`src/rtl/mult18_share_arb.sv`:
```
// mult18_share_arb: round-robin arbiter that shares one iterative 18x18
// multiplier (start/done handshake, 36-bit product) between NUM_REQ clients.
// Requests are serialised IDLE -> ISSUE -> WAIT -> RESP; every output is a flop.
// Optional build macro: MULT_ARB_TIMEOUT_EN aborts WAIT after TIMEOUT_CYC cycles
// without mult_done and returns resp_p=0 with resp_err=1.
module mult18_share_arb #(
  parameter int unsigned NUM_REQ     = 4,
  parameter int unsigned IDW         = $clog2(NUM_REQ),
  parameter int unsigned TIMEOUT_CYC = 64
) (
  input  logic                  clk,
  input  logic                  rst,
  input  logic [NUM_REQ-1:0]    req_valid,
  input  logic [NUM_REQ*18-1:0] req_a,
  input  logic [NUM_REQ*18-1:0] req_b,
  output logic [NUM_REQ-1:0]    req_ready,
  output logic [NUM_REQ-1:0]    resp_valid,
  output logic [35:0]           resp_p,
  output logic                  resp_err,
  output logic                  busy,
  output logic                  mult_start,
  output logic [17:0]           mult_a,
  output logic [17:0]           mult_b,
  input  logic [35:0]           mult_p,
  input  logic                  mult_done
);

  // Elaboration-time guard on the supported parameter range.
  if (NUM_REQ < 2 || NUM_REQ > 8 || IDW != $clog2(NUM_REQ) || TIMEOUT_CYC < 1) begin : g_bad_cfg
    $error("mult18_share_arb: unsupported parameter set");
  end

  typedef enum logic [1:0] {
    S_IDLE,
    S_ISSUE,
    S_WAIT,
    S_RESP
  } state_t;

  state_t         state;
  logic [IDW-1:0] rr_ptr;
  logic [IDW-1:0] grant;
  logic [IDW-1:0] pick;
  logic           any_req;
  logic [IDW-1:0] next_ptr;

`ifdef MULT_ARB_TIMEOUT_EN
  localparam int unsigned CNT_W = $clog2(TIMEOUT_CYC + 1);
  logic [CNT_W-1:0] wait_cnt;
`endif

  // Index rr_ptr+off, wrapped into 0..NUM_REQ-1 (NUM_REQ need not be a power of two).
  function automatic logic [IDW-1:0] wrap_add(input logic [IDW-1:0] base, input int unsigned off);
    int unsigned s;
    s = 32'(base) + off;
    if (s >= NUM_REQ) s = s - NUM_REQ;
    return IDW'(s);
  endfunction

  // Round-robin pick: first asserted requester at or above rr_ptr, wrapping.
  always_comb begin
    pick    = '0;
    any_req = 1'b0;
    for (int unsigned off = 0; off < NUM_REQ; off++) begin
      if (!any_req && req_valid[wrap_add(rr_ptr, off)]) begin
        pick    = wrap_add(rr_ptr, off);
        any_req = 1'b1;
      end
    end
  end

  // Pointer advances past the requester just served.
  always_comb begin
    next_ptr = (grant == IDW'(NUM_REQ - 1)) ? '0 : grant + IDW'(1);
  end

  // Sequencer: pulses are cleared every cycle and set only on the relevant transition.
  always_ff @(posedge clk or posedge rst) begin
    if (rst) begin
      state      <= S_IDLE;
      rr_ptr     <= '0;
      grant      <= '0;
      req_ready  <= '0;
      resp_valid <= '0;
      resp_p     <= '0;
      resp_err   <= 1'b0;
      busy       <= 1'b0;
      mult_start <= 1'b0;
      mult_a     <= '0;
      mult_b     <= '0;
`ifdef MULT_ARB_TIMEOUT_EN
      wait_cnt   <= '0;
`endif
    end else begin
      req_ready  <= '0;
      resp_valid <= '0;
      resp_err   <= 1'b0;
      mult_start <= 1'b0;
      case (state)
        S_IDLE: begin
          if (any_req) begin
            grant           <= pick;
            mult_a          <= req_a[18*pick +: 18];
            mult_b          <= req_b[18*pick +: 18];
            req_ready[pick] <= 1'b1;
            busy            <= 1'b1;
            state           <= S_ISSUE;
          end
        end
        S_ISSUE: begin
          mult_start <= 1'b1;
`ifdef MULT_ARB_TIMEOUT_EN
          wait_cnt   <= '0;
`endif
          state      <= S_WAIT;
        end
        S_WAIT: begin
          if (mult_done) begin
            resp_p            <= mult_p;
            resp_valid[grant] <= 1'b1;
            state             <= S_RESP;
          end
`ifdef MULT_ARB_TIMEOUT_EN
          else if (wait_cnt == CNT_W'(TIMEOUT_CYC - 1)) begin
            resp_p            <= '0;
            resp_err          <= 1'b1;
            resp_valid[grant] <= 1'b1;
            state             <= S_RESP;
          end else begin
            wait_cnt <= wait_cnt + CNT_W'(1);
          end
`endif
        end
        S_RESP: begin
          rr_ptr <= next_ptr;
          busy   <= 1'b0;
          state  <= S_IDLE;
        end
        default: begin
          busy  <= 1'b0;
          state <= S_IDLE;
        end
      endcase
    end
  end

endmodule
```
`config.mk`:
```
export PLATFORM = sky130hd
export DESIGN_NAME = mult18_share_arb
export DESIGN_NICKNAME = d
export VERILOG_FILES = /design/src/rtl/mult18_share_arb.sv
export SDC_FILE = /design/constraint.sdc
export NUM_CORES = 1
export LEC_CHECK = 0
export ABC_AREA = 1
export CAP_MARGIN = 25
export CORE_MARGIN = 2
export CORE_UTILIZATION = 44
export CTS_BUF_LIST = sky130_fd_sc_hd__clkbuf_4 sky130_fd_sc_hd__clkbuf_8 sky130_fd_sc_hd__clkbuf_16
export CTS_CLUSTER_DIAMETER = 100
export DETAILED_ROUTE_END_ITERATION = 10
export PLACE_DENSITY = 0.9
export SYNTH_ARGS = -nofsm -noshare
export SYNTH_HDL_FRONTEND = slang
export SYNTH_SLANG_ARGS = --single-unit
```
`constraint.sdc`:
```
create_clock -name clk -period 9.2 [get_ports clk]
set_clock_uncertainty 0.1 [all_clocks]
set_input_delay 1.84 -clock clk [delete_from_list [all_inputs] [get_ports clk]]
set_output_delay 1.84 -clock clk [all_outputs]
set_load 0.1 [all_outputs]
```
# After elaboration in Yosys (flattened, before gate mapping)
# Index checks and enable logic that the tools add are counted.
[word_totals]
regBits = 88
latchBits = 0
ram_bits = 0
mem_bits_ro = 0
in_bits = 187
output_inout_bits = 83
elab_cells = 88
n_memories = 0
[classes]
add_sub_neg = 8
n_mul = 1
n_div = 0
magnitude_cmp = 12
n_eq_ne = 6
shift = 2
muxes = 35
n_bitwise = 0
n_reduce_logical = 14
[ops]
columns = ["op", "count"]
rows = [
  ["72-bit by 8-bit indexed part select with 18-bit output", 2],
  ["2-bit two-way mux", 11],
  ["2-bit by 3-bit less-than comparator with 1-bit output (second input constant)", 6],
  ["4-bit two-way mux", 4],
  ["1-bit two-way mux", 12],
  ["3-bit >= comparator (second input constant)", 3],
  ["1-bit binary-select mux with 2-bit select", 4],
  ["2-bit one-hot mux with 4 select lines", 1],
  ["2-bit AND reduction", 4],
  ["2-bit by 1-bit subtractor with 2-bit output (second input constant)", 4],
  ["2-bit by 2-bit adder with 3-bit output (second input constant)", 2],
  ["2-bit == test (second input constant)", 3],
  ["4-bit by 2-bit multiplier with 6-bit output (first input constant)", 1],
  ["1-bit logical AND", 5],
  ["1-bit demux with 2-bit select", 2],
  ["2-bit by 1-bit >= comparator with 1-bit output (second input constant)", 2],
  ["2-bit != test (second input constant)", 2],
  ["2-bit by 1-bit adder with 3-bit output (second input constant)", 1],
  ["2-bit by 3-bit >= comparator with 1-bit output (second input constant)", 1],
  ["1-bit logical NOT", 3],
  ["2-bit by 1-bit adder with 2-bit output (second input constant)", 1],
  ["2-bit by 1-bit == test with 1-bit output (second input constant)", 1],
  ["2-bit logical NOT", 1],
  ["1-bit one-hot mux with 2 select lines", 1],
  ["2-bit nonzero test", 1],
]

# Depth between registers and ports, before layout
[depth]
ltp_word = 20
ltp_mapped = 18
mapped_depth_nobuf = 15

# Worst setup path after synthesis
# OpenSTA, ideal clock, no wires.
[synth_timing]
path_type = "input-to-reg"
start = "in req_valid[3]"
end = "reg mult_a[2]"
setup_time_ps = 120
arrival_time_ps = 3020
required_ps = 8980
slack_ps = 5960
path_stages = 14
path_buffers = 2
cell_sequence = "inv_1 -> nand2_1 -> nand3_1 -> nand2_1 -> nor2_2 -> nand3_2 -> buf_2 -> buf_2 -> nand4_1 -> nand2_1 -> nand2_1 -> nand2_1 -> nand2_1 -> nand2_1"
[synth_via]
elab_chain_cells = 14
elab_cells_between_ends = 25
cone_classes = "mul (1); shift (1); mux (16); reduce/logical (7)"
[synth_lines]
columns = ["element", "line", "text"]
rows = [
  ["start, declared", "13", "input logic [NUM_REQ-1:0] req_valid,"],
  ["1-bit binary-select mux with 2-bit select", "65", "if (!any_req && req_valid[wrap_add(rr_ptr, off)]) begin"],
  ["1-bit two-way mux (implied by the code)", "65", ""],
  ["1-bit two-way mux", "65", ""],
  ["1-bit logical NOT", "65", ""],
  ["1-bit logical AND", "65", ""],
  ["1-bit two-way mux", "65", ""],
  ["1-bit logical NOT", "65", ""],
  ["1-bit logical AND", "65", ""],
  ["1-bit two-way mux", "65", ""],
  ["1-bit logical NOT", "65", ""],
  ["1-bit logical AND", "65", ""],
  ["2-bit two-way mux", "65", ""],
  ["4-bit by 2-bit multiplier with 6-bit output", "103", "mult_a <= req_a[18*pick +: 18];"],
  ["72-bit by 8-bit indexed part select with 18-bit output", "103", ""],
  ["end signal, assigned", "103", ""],
  ["end, declared", "22", "output logic [17:0] mult_a,"],
]
# Parallel ways exist; a longest one is shown, timed or not. The select of a mux whose other input is x is not followed.
# A chain may end at the register's enable or synchronous reset.

# Worst setup path after layout
[layout_timing]
start = "in req_valid[1]"
end = "reg grant[1]"
[layout_via]
elab_chain_cells = 13
elab_cells_between_ends = 23
cone_classes = "mux (16); reduce/logical (7)"
[layout_lines]
columns = ["element", "line", "text"]
rows = [
  ["1-bit binary-select mux with 2-bit select", "65", ""],
  ["1-bit two-way mux (implied by the code)", "65", ""],
  ["1-bit two-way mux", "65", ""],
  ["1-bit logical NOT", "65", ""],
  ["1-bit logical AND", "65", ""],
  ["1-bit two-way mux", "65", ""],
  ["1-bit logical NOT", "65", ""],
  ["1-bit logical AND", "65", ""],
  ["1-bit two-way mux", "65", ""],
  ["1-bit logical NOT", "65", ""],
  ["1-bit logical AND", "65", ""],
  ["1-bit two-way mux", "65", ""],
  ["2-bit AND reduction (no source line)", "-", ""],
  ["end signal, assigned", "102", "grant <= pick;"],
  ["end, declared", "42", "logic [IDW-1:0] grant;"],
]
# Parallel ways exist; a longest one is shown, timed or not. The select of a mux whose other input is x is not followed.

==> impl_metrics.py <==
metrics = {
    "clock_tree": {
        "cts_tree": "yes",
        "cts_htree_levels": 3,
        "cts.repair.resized": 0,
        "cts_made_buffers": 9,
        "clk_pin_slew_ns": 0.06,
        "clock_latency_ns": 0.33,
        "root_buffer": "clkbuf_16",
        "ctsHoldBuffers": 0,
        "clockBufferDepth": 2,
        "post_cts.repair.setup_buffers": 0,
        "cts.sinks": 88,
    },
    "outcome": {
        "status": "finished clean",
    },
    "timing": {
        "timing.fmax_ghz": 0.188,
        "period_minus_slack_ns": 5.32,
        "hold_violations": 0,
        "setup_violations": 0,
        "rsz0062_at_grt": "no",
        "fin_crit_sh_pct": 57.9,
        "setup-tns-final_ns": 0,
        "relSlewSlack_pct": 29.5,
        "tightest_slew_ns": 1.05,
        "slew_viol_final": 0,
    },
    "detailed_routing": {
        "ant_nets": 0,
        "dr.pass1.iters": 5,
        "wl_per_cell_um": 15.7,
        "drt_iter0_drc": 295,
        "viasPerCell": 5.09,
        "drt-total-wl_um": 17100,
        "vias": 5566,
        "drc": 0,
    },
    "min_path": {
        "hold_path.class": "reg2reg",
    },
    "worst_setup_path": {
        "cp_common_cell": "nand2_1",
        "worst_setup_path_start_kind": "primary input",
        "timing.critical_path.buf_inv": 4,
        "r2r_slack_ns": 5.20,
        "path_delay_family": "simple AND/OR/NAND/NOR gates",
        "critPathKind": "in2reg",
        "reg2reg_from": "rr_ptr[0]$_DFFE_PP0P_",
        "worstPathCellList": "clkdlybuf4s50_1, inv_1, nand2_1, nand3_1, nand2_1, nor2_2, nand3_2, buf_4, nand2_2, inv_2, nand2_1, o21ai_0",
        "critPathSlowestCell": "nand2_2",
        "worstSetupEndpoint": "grant[1]$_DFFE_PP0P_",
        "startpoint": "req_valid[1]",
        "max_stage_delay_ns": 0.65,
        "cp_max_fo": 41,
        "path_depth": 12,
        "r2r_end": "grant[1]$_DFFE_PP0P_",
        "required_ns": 9.28,
        "arrival_ns": 5.41,
        "timing.critical_path.to_type": "flop",
        "reg2reg_depth": 11,
    },
    "yosys": {
        "synth_xor_area_share_pct": 0,
        "syn_area_per_cell_sq_um": 7.32,
        "netlist_area_sq_um": 5200,
        "synth_seq_cells": 88,
        "synth-seq-area-share_pct": 42.3,
        "synth.top_cells.by_area": "dfrtp_1 42%, nand2_1 29%, nand4_1 8.8%",
        "syn_nets": 906,
        "yosys.area_share.adder_pct": 1.92,
        "yosys_warnings": 0,
        "synth_top_cell_by_area": "dfrtp_1",
        "synth_top_family_by_area": "simple AND/OR/NAND/NOR gates",
        "yosysTopAreaCellShare_pct": 42.3,
        "yosys.area_share.simple_pct": 39.9,
        "syn_inst": 711,
        "synth-compound-area-share_pct": 1.27,
        "synth.distinct_cells": 27,
        "synth_mux_area_share_pct": 7.79,
    },
    "place": {
        "hpwl_um": 12400,
        "gp_congestion": 0.871,
        "port_buffers": 268,
    },
    "cells_and_area": {
        "regArea_sq_um": 2200,
        "drive_above_1_share_pct": 7.68,
        "multi_input_area_sq_um": 2660,
        "fillers": 896,
        "num-nets-final": 1140,
        "area_delta_synth_final_pct": 58.3,
    },
    "global_route": {
        "gr-usage-met2_pct": 48.1,
        "grt.met3_usage_pct": 8.09,
        "grt_antenna_before_repair": 1,
        "grt_pass1_wl_um": 27000,
        "overflow": 0,
        "grt_pass1_vias": 5306,
        "grt.busiest_layer": "met2",
        "grt.total_usage_pct": 26.7,
        "grt_max_degree": 75,
        "grtUsageMet1_pct": 31.0,
    },
    "floorplanning": {
        "ioPinCount": 270,
        "num_rows": 39,
        "die_x_um": 113,
        "die_area_sq_um": 12700,
        "start_util_pct": 45.4,
        "die_h_um": 113,
        "coreArea_sq_um": 11500,
    },
    "run": {
        "drv_cap": 0,
    },
}
==> metal layers <==
| layer | wire, um | part of all wire (%) |
|---|---|---|
| met2 | 8790 | 51 |
| met1 | 6460 | 38 |
| met4 | 290 | 1.7 |
| met3 | 1600 | 9.3 |
| met5 | 0 | 0 |
==> kinds of logic (layout without fill, tap and decap cells) <==
logic type | Yosys count | count (layout)
AND/OR/NAND/NOR | 492 | 492
flip-flops | 88 | 88
buffers and inverters | 75 | 314
multiplexers | 36 | 36
AO/OA/AOI/OAI | 11 | 11
adder cells (fa/ha/maj) | 8 | 8
other | 1 | 2
==> cells in the mapped netlist <==
library cell and number:
o22ai_2 1, nand2_1 397, buf_1 4, a22oi_1 1
nand4_1 73, nor3_1 3, conb_1 1, mux2_2 36
buf_2 18, nor2_1 6, nand3_2 4, dfrtp_1 88
ha_1 8, nand2_4 1, nor2_2 1, buf_6 2
inv_1 19, a31oi_1 1, o21ai_0 6, nand2_2 1
o21ai_1 1, buf_4 6, clkbuf_1 21, a21oi_1 1
inv_2 4, nand3_1 6, inv_6 1
==> worst min-delay path, cell delays in order (launching register included) <==
cell and delay (ns):
dfrtp_1 0.34, nand2_1 0.05, nand2_1 0.05
==> registers in the layout, summed over array words and instances, names as in the netlist <==
signal,cells
req_ready,4
grant,2
mult_b,18
busy,1
state,2
mult_start,1
rr_ptr,2
resp_valid,4
resp_p,36
mult_a,18
==> how the worst min path moves through the flow <==
stage | slack, ns | endpoint | startpoint | depth (start not counted)
finish | 0.38 | mult_a[12]$_DFFE_PP0P_ | mult_a[12]$_DFFE_PP0P_ | 2
floorplan | 0.41 | grant[0]$_DFFE_PP0P_ | grant[0]$_DFFE_PP0P_ | 2
detailed placement | 0.36 | mult_b[11]$_DFFE_PP0P_ | mult_b[11]$_DFFE_PP0P_ | 2
global placement | 0.36 | mult_b[14]$_DFFE_PP0P_ | mult_b[14]$_DFFE_PP0P_ | 2
global route | 0.39 | mult_a[12]$_DFFE_PP0P_ | mult_a[12]$_DFFE_PP0P_ | 2
CTS | 0.38 | mult_a[12]$_DFFE_PP0P_ | mult_a[12]$_DFFE_PP0P_ | 2
==> cell type report <==
cell class	count	area share (%)
diodes	1	0.0304
clock buffers	12	3.08
clock inverters	4	0.942
inverters	24	1.18
multi-input cells	548	32.2
flip-flops and latches	88	26.7
well taps	143	2.17
repair buffers	274	33.6
==> metrics by stage <==
stage               setup slack (ns)  utilization [%]  instance area (sq um)  hold WS [ns]  std cells
finish                          3.88             71.8                   8240         0.379       1094
global route                    3.52             71.8                   8230         0.392       1093
CTS                             3.92             71.8                   8230         0.381       1093
detailed placement              3.57             68.9                   7900         0.364       1077
global placement                3.66             68.4                   7850         0.361       1075
floorplan                       4.98                -                   5200         0.407        711
==> placed cells by master, fill, tap and decap left out, types with 3 or more instances in the layout <==
master / Yosys / final
inv_1: 19 / 18
o21ai_0: 6 / 6
dfrtp_1: 88 / 88
buf_4: 6 / 4
mux2_2: 36 / 36
clkdlybuf4s50_1: 0 / 268
nand3_2: 4 / 4
nor3_1: 3 / 3
nor2_1: 6 / 6
ha_1: 8 / 8
inv_2: 4 / 4
nand3_1: 6 / 6
nand2_1: 397 / 396
nand4_1: 73 / 73
clkbuf_16: 0 / 9
Power is not shown: default switching activity piles up to over one toggle a cycle in this logic, so the estimate is an artifact.
